**src/rtl/sync_debounce.sv**
```systemverilog
// Multi-channel synchronizer and debouncer with optional rise/fall pulse outputs.
// Define SYNC_DEBOUNCE_EDGE_EN to build the rise/fall edge registers.

module sync_debounce_lane #(
  parameter int   STAGES       = 2,
  parameter int   DEBOUNCE_CNT = 16,
  parameter int   CW           = 5,
  parameter logic RST_BIT      = 1'b1
) (
  input  logic clk,
  input  logic reset,
  input  logic din_i,
  output logic dout_o,
  output logic rise_o,
  output logic fall_o,
  output logic busy_o
);
  localparam logic [CW-1:0] LAST = CW'(DEBOUNCE_CNT - 1);

  logic [STAGES-1:0] sync_q;
  logic [CW-1:0]     cnt_q, cnt_d;
  logic              dout_q, dout_d;
  logic              s, flip;

  always_ff @(posedge clk or posedge reset) begin
    if (reset) sync_q <= {STAGES{RST_BIT}};
    else       sync_q <= {sync_q[STAGES-2:0], din_i};
  end

  assign s = sync_q[STAGES-1];

  // Change is accepted on the edge that completes DEBOUNCE_CNT disagreeing samples.
  always_comb begin
    flip   = (s != dout_q) && (cnt_q == LAST);
    dout_d = flip ? s : dout_q;
    cnt_d  = cnt_q + 1'b1;
    if (s == dout_q || flip) cnt_d = '0;
  end

  always_ff @(posedge clk or posedge reset) begin
    if (reset) begin
      cnt_q  <= '0;
      dout_q <= RST_BIT;
    end else begin
      cnt_q  <= cnt_d;
      dout_q <= dout_d;
    end
  end

`ifdef SYNC_DEBOUNCE_EDGE_EN
  logic rise_q, fall_q;
  always_ff @(posedge clk or posedge reset) begin
    if (reset) begin
      rise_q <= 1'b0;
      fall_q <= 1'b0;
    end else begin
      rise_q <= flip & s;
      fall_q <= flip & ~s;
    end
  end
  assign rise_o = rise_q;
  assign fall_o = fall_q;
`else
  assign rise_o = 1'b0;
  assign fall_o = 1'b0;
`endif

  assign dout_o = dout_q;
  assign busy_o = |cnt_q;
endmodule

module sync_debounce #(
  parameter int               WIDTH        = 4,
  parameter int               STAGES       = 2,
  parameter int               DEBOUNCE_CNT = 16,
  parameter logic [WIDTH-1:0] RESET_VAL    = {WIDTH{1'b1}}
) (
  input  logic             clk,
  input  logic             reset,
  input  logic [WIDTH-1:0] din,
  output logic [WIDTH-1:0] dout,
  output logic [WIDTH-1:0] rise,
  output logic [WIDTH-1:0] fall,
  output logic             busy
);
  localparam int CW = $clog2(DEBOUNCE_CNT + 1);

  if (WIDTH < 1 || WIDTH > 32) begin : g_bad_width
    $error("sync_debounce: WIDTH %0d outside 1..32", WIDTH);
  end
  if (STAGES < 2 || STAGES > 4) begin : g_bad_stages
    $error("sync_debounce: STAGES %0d outside 2..4", STAGES);
  end
  if (DEBOUNCE_CNT < 1 || DEBOUNCE_CNT > 65535) begin : g_bad_cnt
    $error("sync_debounce: DEBOUNCE_CNT %0d outside 1..65535", DEBOUNCE_CNT);
  end

  logic [WIDTH-1:0] lane_busy;

  for (genvar i = 0; i < WIDTH; i++) begin : g_lane
    sync_debounce_lane #(
      .STAGES      (STAGES),
      .DEBOUNCE_CNT(DEBOUNCE_CNT),
      .CW          (CW),
      .RST_BIT     (RESET_VAL[i])
    ) u_lane (
      .clk   (clk),
      .reset (reset),
      .din_i (din[i]),
      .dout_o(dout[i]),
      .rise_o(rise[i]),
      .fall_o(fall[i]),
      .busy_o(lane_busy[i])
    );
  end

  assign busy = |lane_busy;
endmodule

```
**config.mk**
```make
export PLATFORM = sky130hd
export DESIGN_NAME = sync_debounce
export DESIGN_NICKNAME = d
export VERILOG_FILES = /design/src/rtl/sync_debounce.sv
export SDC_FILE = /design/constraint.sdc
export NUM_CORES = 1
export LEC_CHECK = 0
export CAP_MARGIN = 40
export CORE_ASPECT_RATIO = 0.9
export CORE_MARGIN = 2
export CORE_UTILIZATION = 58
export DETAILED_ROUTE_END_ITERATION = 6
export HOLD_SLACK_MARGIN = 0.06
export PLACE_DENSITY = 0.83
export SKIP_CTS_REPAIR_TIMING = 1
export SYNTH_ARGS = -nofsm -noshare
export SYNTH_HDL_FRONTEND = slang
export SYNTH_HIERARCHICAL = 1
export SYNTH_SLANG_ARGS = --single-unit
```
**constraint.sdc**
```tcl
create_clock -name clk -period 2.9 [get_ports clk]
set_input_delay 0.29 -clock clk [delete_from_list [all_inputs] [get_ports clk]]
set_output_delay 0.29 -clock clk [all_outputs]
set_load 0.01 [all_outputs]
```
==> results.json, run 1 <==
{
  "outcome": "complete, no violations",
  "swShare": 0.2369,
  "timing.reg2reg.setup_slack_ns": 1.36,
  "design_area_um2": 1668,
  "finClkSkew_ns": 0.01051,
  "drtIter0Drc": 22,
  "finalMaxSlewViolations": 0,
  "final_cells": 171,
  "p_int_mw": 0.6459,
  "power_density_nw_per_um2": 507.5,
  "period_share": 0.7946,
  "yosys.area.top_type": "dfrtp_1",
  "ys_warn_count": 6,
  "synth_top_area_share": 0.3317,
  "yosysUniqueCellTypes": 18,
  "port_buffers": 10,
  "grtUsageTotal": 0.1759,
  "tritoncts": "yes",
  "core_area_um2": 2467,
  "top_layer_used": "met4",
  "multi_input_area_um2": 588.1,
  "antenna_found_initial": 0,
  "synth.avg_cell_area_um2": 11.70,
  "gp_congestion": 0.8381,
  "htreeDepth": 2,
  "wl_met2_um": 1071,
  "cts_sinks": 32,
  "rsz0062_at_grt": "no",
  "timing.final.crit_period_ns": 2.304,
  "crit_arrival_ns": 2.01,
  "max_freq_ghz": 0.4340,
  "syn_to_final_growth_pct": 10.53,
  "seqPwrFrac": 0.577,
  "design.die.area_um2": 3026,
  "drt-pass1-iter-count": 3,
  "die_y_um": 52.39,
  "critPathLaunchType": "flop",
  "rr_worst_depth": 5,
  "start_util": 0.6116,
  "seqCellArea_um2": 815.8,
  "timing.rr.end": "g_lane[0].u_lane/cnt_q[3]",
  "crit-reg2reg-launch": "g_lane[0].u_lane/cnt_q[0]",
  "hpwl_um": 1643,
  "vias": 897,
  "fin_nets": 160,
  "grt_overflow": 0,
  "final_core_util": 0.6760,
  "cap_viol_max_count": 0,
  "dp_cells": 163,
  "critPathKind": "flop to output pin",
  "p_leak_nw": 0.7545,
  "core.rowCount": 17,
  "routed_wl_um": 2115,
  "crit_required_ns": 2.61,
  "path_clk_slew_ns": 0.10,
  "io_pins": 19,
  "met1Wirelength_um": 898,
  "drc": 0,
  "cts_root_buf": "clkbuf_4",
  "wl_per_cell_um": 12.37,
  "path_max_fanout": 5,
  "grt_pass1_vias": 858,
  "layout_common_cells": "20 x dfrtp_1, 16 x inv_1, 12 x nor3_1, 12 x ha_1, 12 x dfstp_2",
  "ys_seq_area_frac": 0.5406,
  "layout_commonest_cell": "dfrtp_1",
  "fin_setup_tns_ns": 0,
  "clock_latency_ns": 0.33,
  "hold_viol": 0,
  "die_w_um": 57.77,
  "cts_buffers": 5,
  "fin_hold_ws_ns": 0.3226,
  "ant_nets": 0,
  "synth_area_um2": 1509,
  "peakVddDrop_v": 0.0004057,
  "power_frac_comb": 0.086,
  "grt_max_degree": 11,
  "antenna_cells": 0,
  "p_switching_mw": 0.2005,
  "setup_violations": 0,
  "hp-class": "input port to async pin",
  "cts_buffer_depth": 2,
  "end_kind": "output pin",
  "synthTopCellsByArea": "dfrtp_1 33%, dfstp_2 21%, ha_1 10%, xnor2_1 4.6%, nor3_1 4.0%",
  "nFillCells": 178,
  "dr_wl_met3_um": 103,
  "placed_area_um2": 1599,
  "grt_pass1_wl_um": 3857,
  "synth_seq_cells": 32,
  "post_drt_via_cell_ratio": 5.246,
  "clkPwrFrac": 0.338,
  "drive_gt1_frac": 0.1608,
  "syn-instance-count": 129
}
-- routing by layer --
| metal | up-vias | track usage |
|---|---|---|
| li1 | 447 | - |
| met1 | 423 | 0.2055 |
| met2 | 21 | 0.2860 |
| met3 | 6 | 0.05926 |
| met4 | 0 | 0.09690 |
| met5 | - | 0 |
-- metrics by stage --
stage / power (mW) / setup WS (ns)
floorplan: 0.5536 / 1.403
global placement: 0.5657 / 0.9476
detailed placement: 0.5701 / 0.9447
CTS: 0.8599 / 0.5683
global route: 0.8906 / 0.4965
finish: 0.8465 / 0.5956
-- state kept, by name, summed over array words and instances (netlist names) --
| name | flops |
|---|---|
| g_lane.u_lane/cnt_q | 20 |
| g_lane.u_lane/dout_o | 4 |
| g_lane.u_lane/sync_q | 8 |
-- power by group through the flow --
stage,clock (mW),combinational (mW),sequential (mW)
after global routing,0.314,0.0847,0.492
after global placement,0,0.0717,0.494
final,0.286,0.0725,0.488
after CTS,0.297,0.0743,0.488
after detailed placement,0,0.0738,0.496
after floorplan,0,0.0620,0.492
-- cell families (layout without fill, tap and decap cells) --
group	count (synthesis)	in the layout	share of synthesized area
AND/OR/NAND/NOR	37	37	0.1609
flip-flops	32	32	0.5406
AO/OA/AOI/OAI	8	8	0.03317
XOR/XNOR	8	8	0.04644
other	4	8	0.009947
buffers and inverters	24	34	0.07961
adder cells (fa/ha/maj)	12	12	0.09950
multiplexers	4	4	0.02985
-- worst max path at each step --
stage	from	to	slack, ns	depth (start not counted)
after floorplan	g_lane[1].u_lane/cnt_q[0]	busy	1.40	4
after global placement	g_lane[1].u_lane/cnt_q[0]	busy	0.95	5
after detailed placement	g_lane[1].u_lane/cnt_q[0]	busy	0.94	5
after CTS	g_lane[1].u_lane/cnt_q[0]	busy	0.57	5
after global routing	g_lane[0].u_lane/cnt_q[0]	busy	0.50	5
final	g_lane[1].u_lane/cnt_q[0]	busy	0.60	5
-- critical path, stage by stage (launching register included) --
cell and delay [ns]:
dfrtp_1 0.42, inv_1 0.07, ha_1 0.13, nand3_1 0.06, or4_1 0.51, clkdlybuf4s50_1 0.49
-- synthesized netlist by cell type, drive strengths merged --
cell type,count
nor3b,4
or4,1
xnor2,8
nand3,4
a21oi,4
mux2,4
o21bai,4
nor2,4
and4,4
and3,4
inv,16
conb,4
nor3,12
buf,8
nor4,4
ha,12
dfrtp,20
dfstp,12
-- cell type report --
class / count / share of cell area
Multi-Input combinational cell: 77 / 0.3526
Sequential cell: 32 / 0.4891
Inverter: 16 / 0.03601
Clock buffer: 8 / 0.04126
Timing Repair Buffer: 10 / 0.06001
Tap cell: 28 / 0.02101
Power figures use the tool's default switching activity.
==> run 2: changes to the inputs <==
--- a/config.mk
+++ b/config.mk
@@ -8,10 +8,10 @@
 export CAP_MARGIN = 40
 export CORE_ASPECT_RATIO = 0.9
 export CORE_MARGIN = 2
-export CORE_UTILIZATION = 58
+export CORE_UTILIZATION = 49
 export DETAILED_ROUTE_END_ITERATION = 6
 export HOLD_SLACK_MARGIN = 0.06
-export PLACE_DENSITY = 0.83
+export PLACE_DENSITY = 0.75
 export SKIP_CTS_REPAIR_TIMING = 1
 export SYNTH_ARGS = -nofsm -noshare
 export SYNTH_HDL_FRONTEND = slang
==> constraint.sdc (replaced) <==
create_clock -name clk -period 1.98 [get_ports clk]
set_input_delay 0.198 -clock clk [delete_from_list [all_inputs] [get_ports clk]]
set_output_delay 0.198 -clock clk [all_outputs]
set_load 0.01 [all_outputs]
==> run 2 against run 1 <==
Effect of this change: critical path depth unchanged; via count is 5.6% higher; flip-flop and latch count is the same; clock power is 21% higher; design area increased by 4.3%; non-clock buffer count is 8 higher; worst hold slack worse by 0.084 ns; clock skew increased by 0.0059 ns; power rose by 42%; routed wire length grew 21%; first-iteration DRC count rose by 23%.
==> results.json, run 2 (synthesis results as in run 1) <==
{
  "tritoncts": "yes",
  "ant_nets": 0,
  "cap_viol_max_count": 0,
  "htreeDepth": 2,
  "grtUsageTotal": 0.1605,
  "peakVddDrop_v": 0.0004319,
  "setup_violations": 0,
  "p_int_mw": 0.8950,
  "clkPwrFrac": 0.288,
  "placed_area_um2": 1617,
  "max_freq_ghz": 0.5199,
  "largest_reg_flops": 20,
  "p_switching_mw": 0.3058,
  "critPathKind": "flop to output pin",
  "power_frac_comb": 0.117,
  "drc": 0,
  "hold_viol": 0,
  "core.rowCount": 19,
  "clock_latency_ns": 0.33,
  "cts_sinks": 32,
  "cts_buffers": 5,
  "layout_commonest_cell": "dfrtp_1",
  "path_clk_slew_ns": 0.10,
  "antenna_cells": 0,
  "seqPwrFrac": 0.595,
  "crit-reg2reg-launch": "g_lane[1].u_lane/cnt_q[0]",
  "io_pins": 19,
  "critPathLaunchType": "flop",
  "start_util": 0.5038,
  "grt_max_degree": 11,
  "finalMaxSlewViolations": 0,
  "final_cells": 193,
  "period_share": 0.9715,
  "p_leak_nw": 0.7908,
  "finClkSkew_ns": 0.01645,
  "antenna_found_initial": 0,
  "vias": 947,
  "timing.final.crit_period_ns": 1.923,
  "routed_wl_um": 2557,
  "design.die.area_um2": 3540,
  "path_max_fanout": 4,
  "layout_common_cells": "20 x dfrtp_1, 14 x inv_1, 12 x nor3_1, 12 x dfstp_2, 11 x ha_1",
  "fin_nets": 168,
  "hp-class": "input port to async pin",
  "die_w_um": 62.50,
  "crit_required_ns": 1.78,
  "end_kind": "output pin",
  "top_register": "g_lane.u_lane/cnt_q",
  "post_drt_via_cell_ratio": 4.907,
  "drt-pass1-iter-count": 4,
  "hpwl_um": 1905,
  "core_area_um2": 2995,
  "grt_pass1_vias": 968,
  "grt_overflow": 0,
  "cts_buffer_depth": 2,
  "syn_to_final_growth_pct": 15.26,
  "power_density_nw_per_um2": 690.5,
  "finalPower_mw": 1.201,
  "rsz0062_at_grt": "yes",
  "design_area_um2": 1739,
  "crit_arrival_ns": 1.73,
  "outcome": "complete, no violations",
  "die_y_um": 56.65,
  "grt_pass1_wl_um": 4243,
  "wl_per_cell_um": 13.25,
  "drtIter0Drc": 27,
  "cts_root_buf": "clkbuf_4",
  "swShare": 0.2547,
  "gp_congestion": 0.6968,
  "drive_gt1_frac": 0.2384,
  "port_buffers": 10,
  "startpoint": "g_lane[3].u_lane/cnt_q[0]",
  "dp_cells": 177
}
## run 2: changes by cell type in the layout (fill, tap and decap cells not counted), sizes merged
cell / delta
buf: +9
clkbuf: -1
clkdlybuf4s50: -1
clkinv: +1
## run 2: layout make-up
cell class	instances	area, um2
sequential	32	815.8
fill	254	1256
inverter	16	60.06
clock inverter	1	5.005
tap	42	52.55
timing repair buffer	18	161.4
clock buffer	7	45.04
multi-input combinational	77	599.3
## run 2: layer usage
layer | up-vias | track usage | part of all wire
met5 | - | 0 | 0
met4 | 0 | 0.06349 | 0.014
met3 | 5 | 0.06012 | 0.036
met2 | 17 | 0.2903 | 0.55
met1 | 468 | 0.1691 | 0.40
li1 | 457 | - | -
## run 2: path summary, 6_finish.rpt
path	slack, ns	end	cells after the start
setup reg to reg	0.33	g_lane[1].u_lane/cnt_q[3]	6
setup / recovery	0.06	busy	5
hold reg to reg	0.36	g_lane[1].u_lane/sync_q[1]	0
hold / removal	0.24	g_lane[3].u_lane/cnt_q[2]	2
max in group asynchronous	1.43	g_lane[2].u_lane/sync_q[0]	2
min in group clk	0.26	g_lane[3].u_lane/sync_q[0]	1
## run 2: worst max-delay path, stage by stage, from the launching register on
cell and delay [ns]:
dfrtp_1 0.42, inv_1 0.08, ha_2 0.17, nand3_2 0.05, or4_4 0.54, buf_6 0.14
## run 2: power by group through the flow
stage / Combinational [mW] / Sequential (mW) / Clock [mW]
after floorplan: 0.0908 / 0.720 / 0
after global placement: 0.105 / 0.724 / 0
after detailed placement: 0.114 / 0.728 / 0
after CTS: 0.114 / 0.716 / 0.365
after global routing: 0.158 / 0.718 / 0.391
final: 0.140 / 0.714 / 0.346
## run 2: metrics by stage
step | hold slack [ns] | utilization | setup TNS, ns | setup slack, ns
after floorplan | 0.01151 | - | 0 | 0.5730
after global placement | 0.3459 | 0.5397 | 0 | 0.1126
after detailed placement | 0.3475 | 0.5397 | 0 | 0.03573
after CTS | 0.2240 | 0.5564 | -0.3402 | -0.3402
after global routing | 0.2183 | 0.5806 | -0.01914 | -0.01914
final | 0.2384 | 0.5806 | 0 | 0.05652
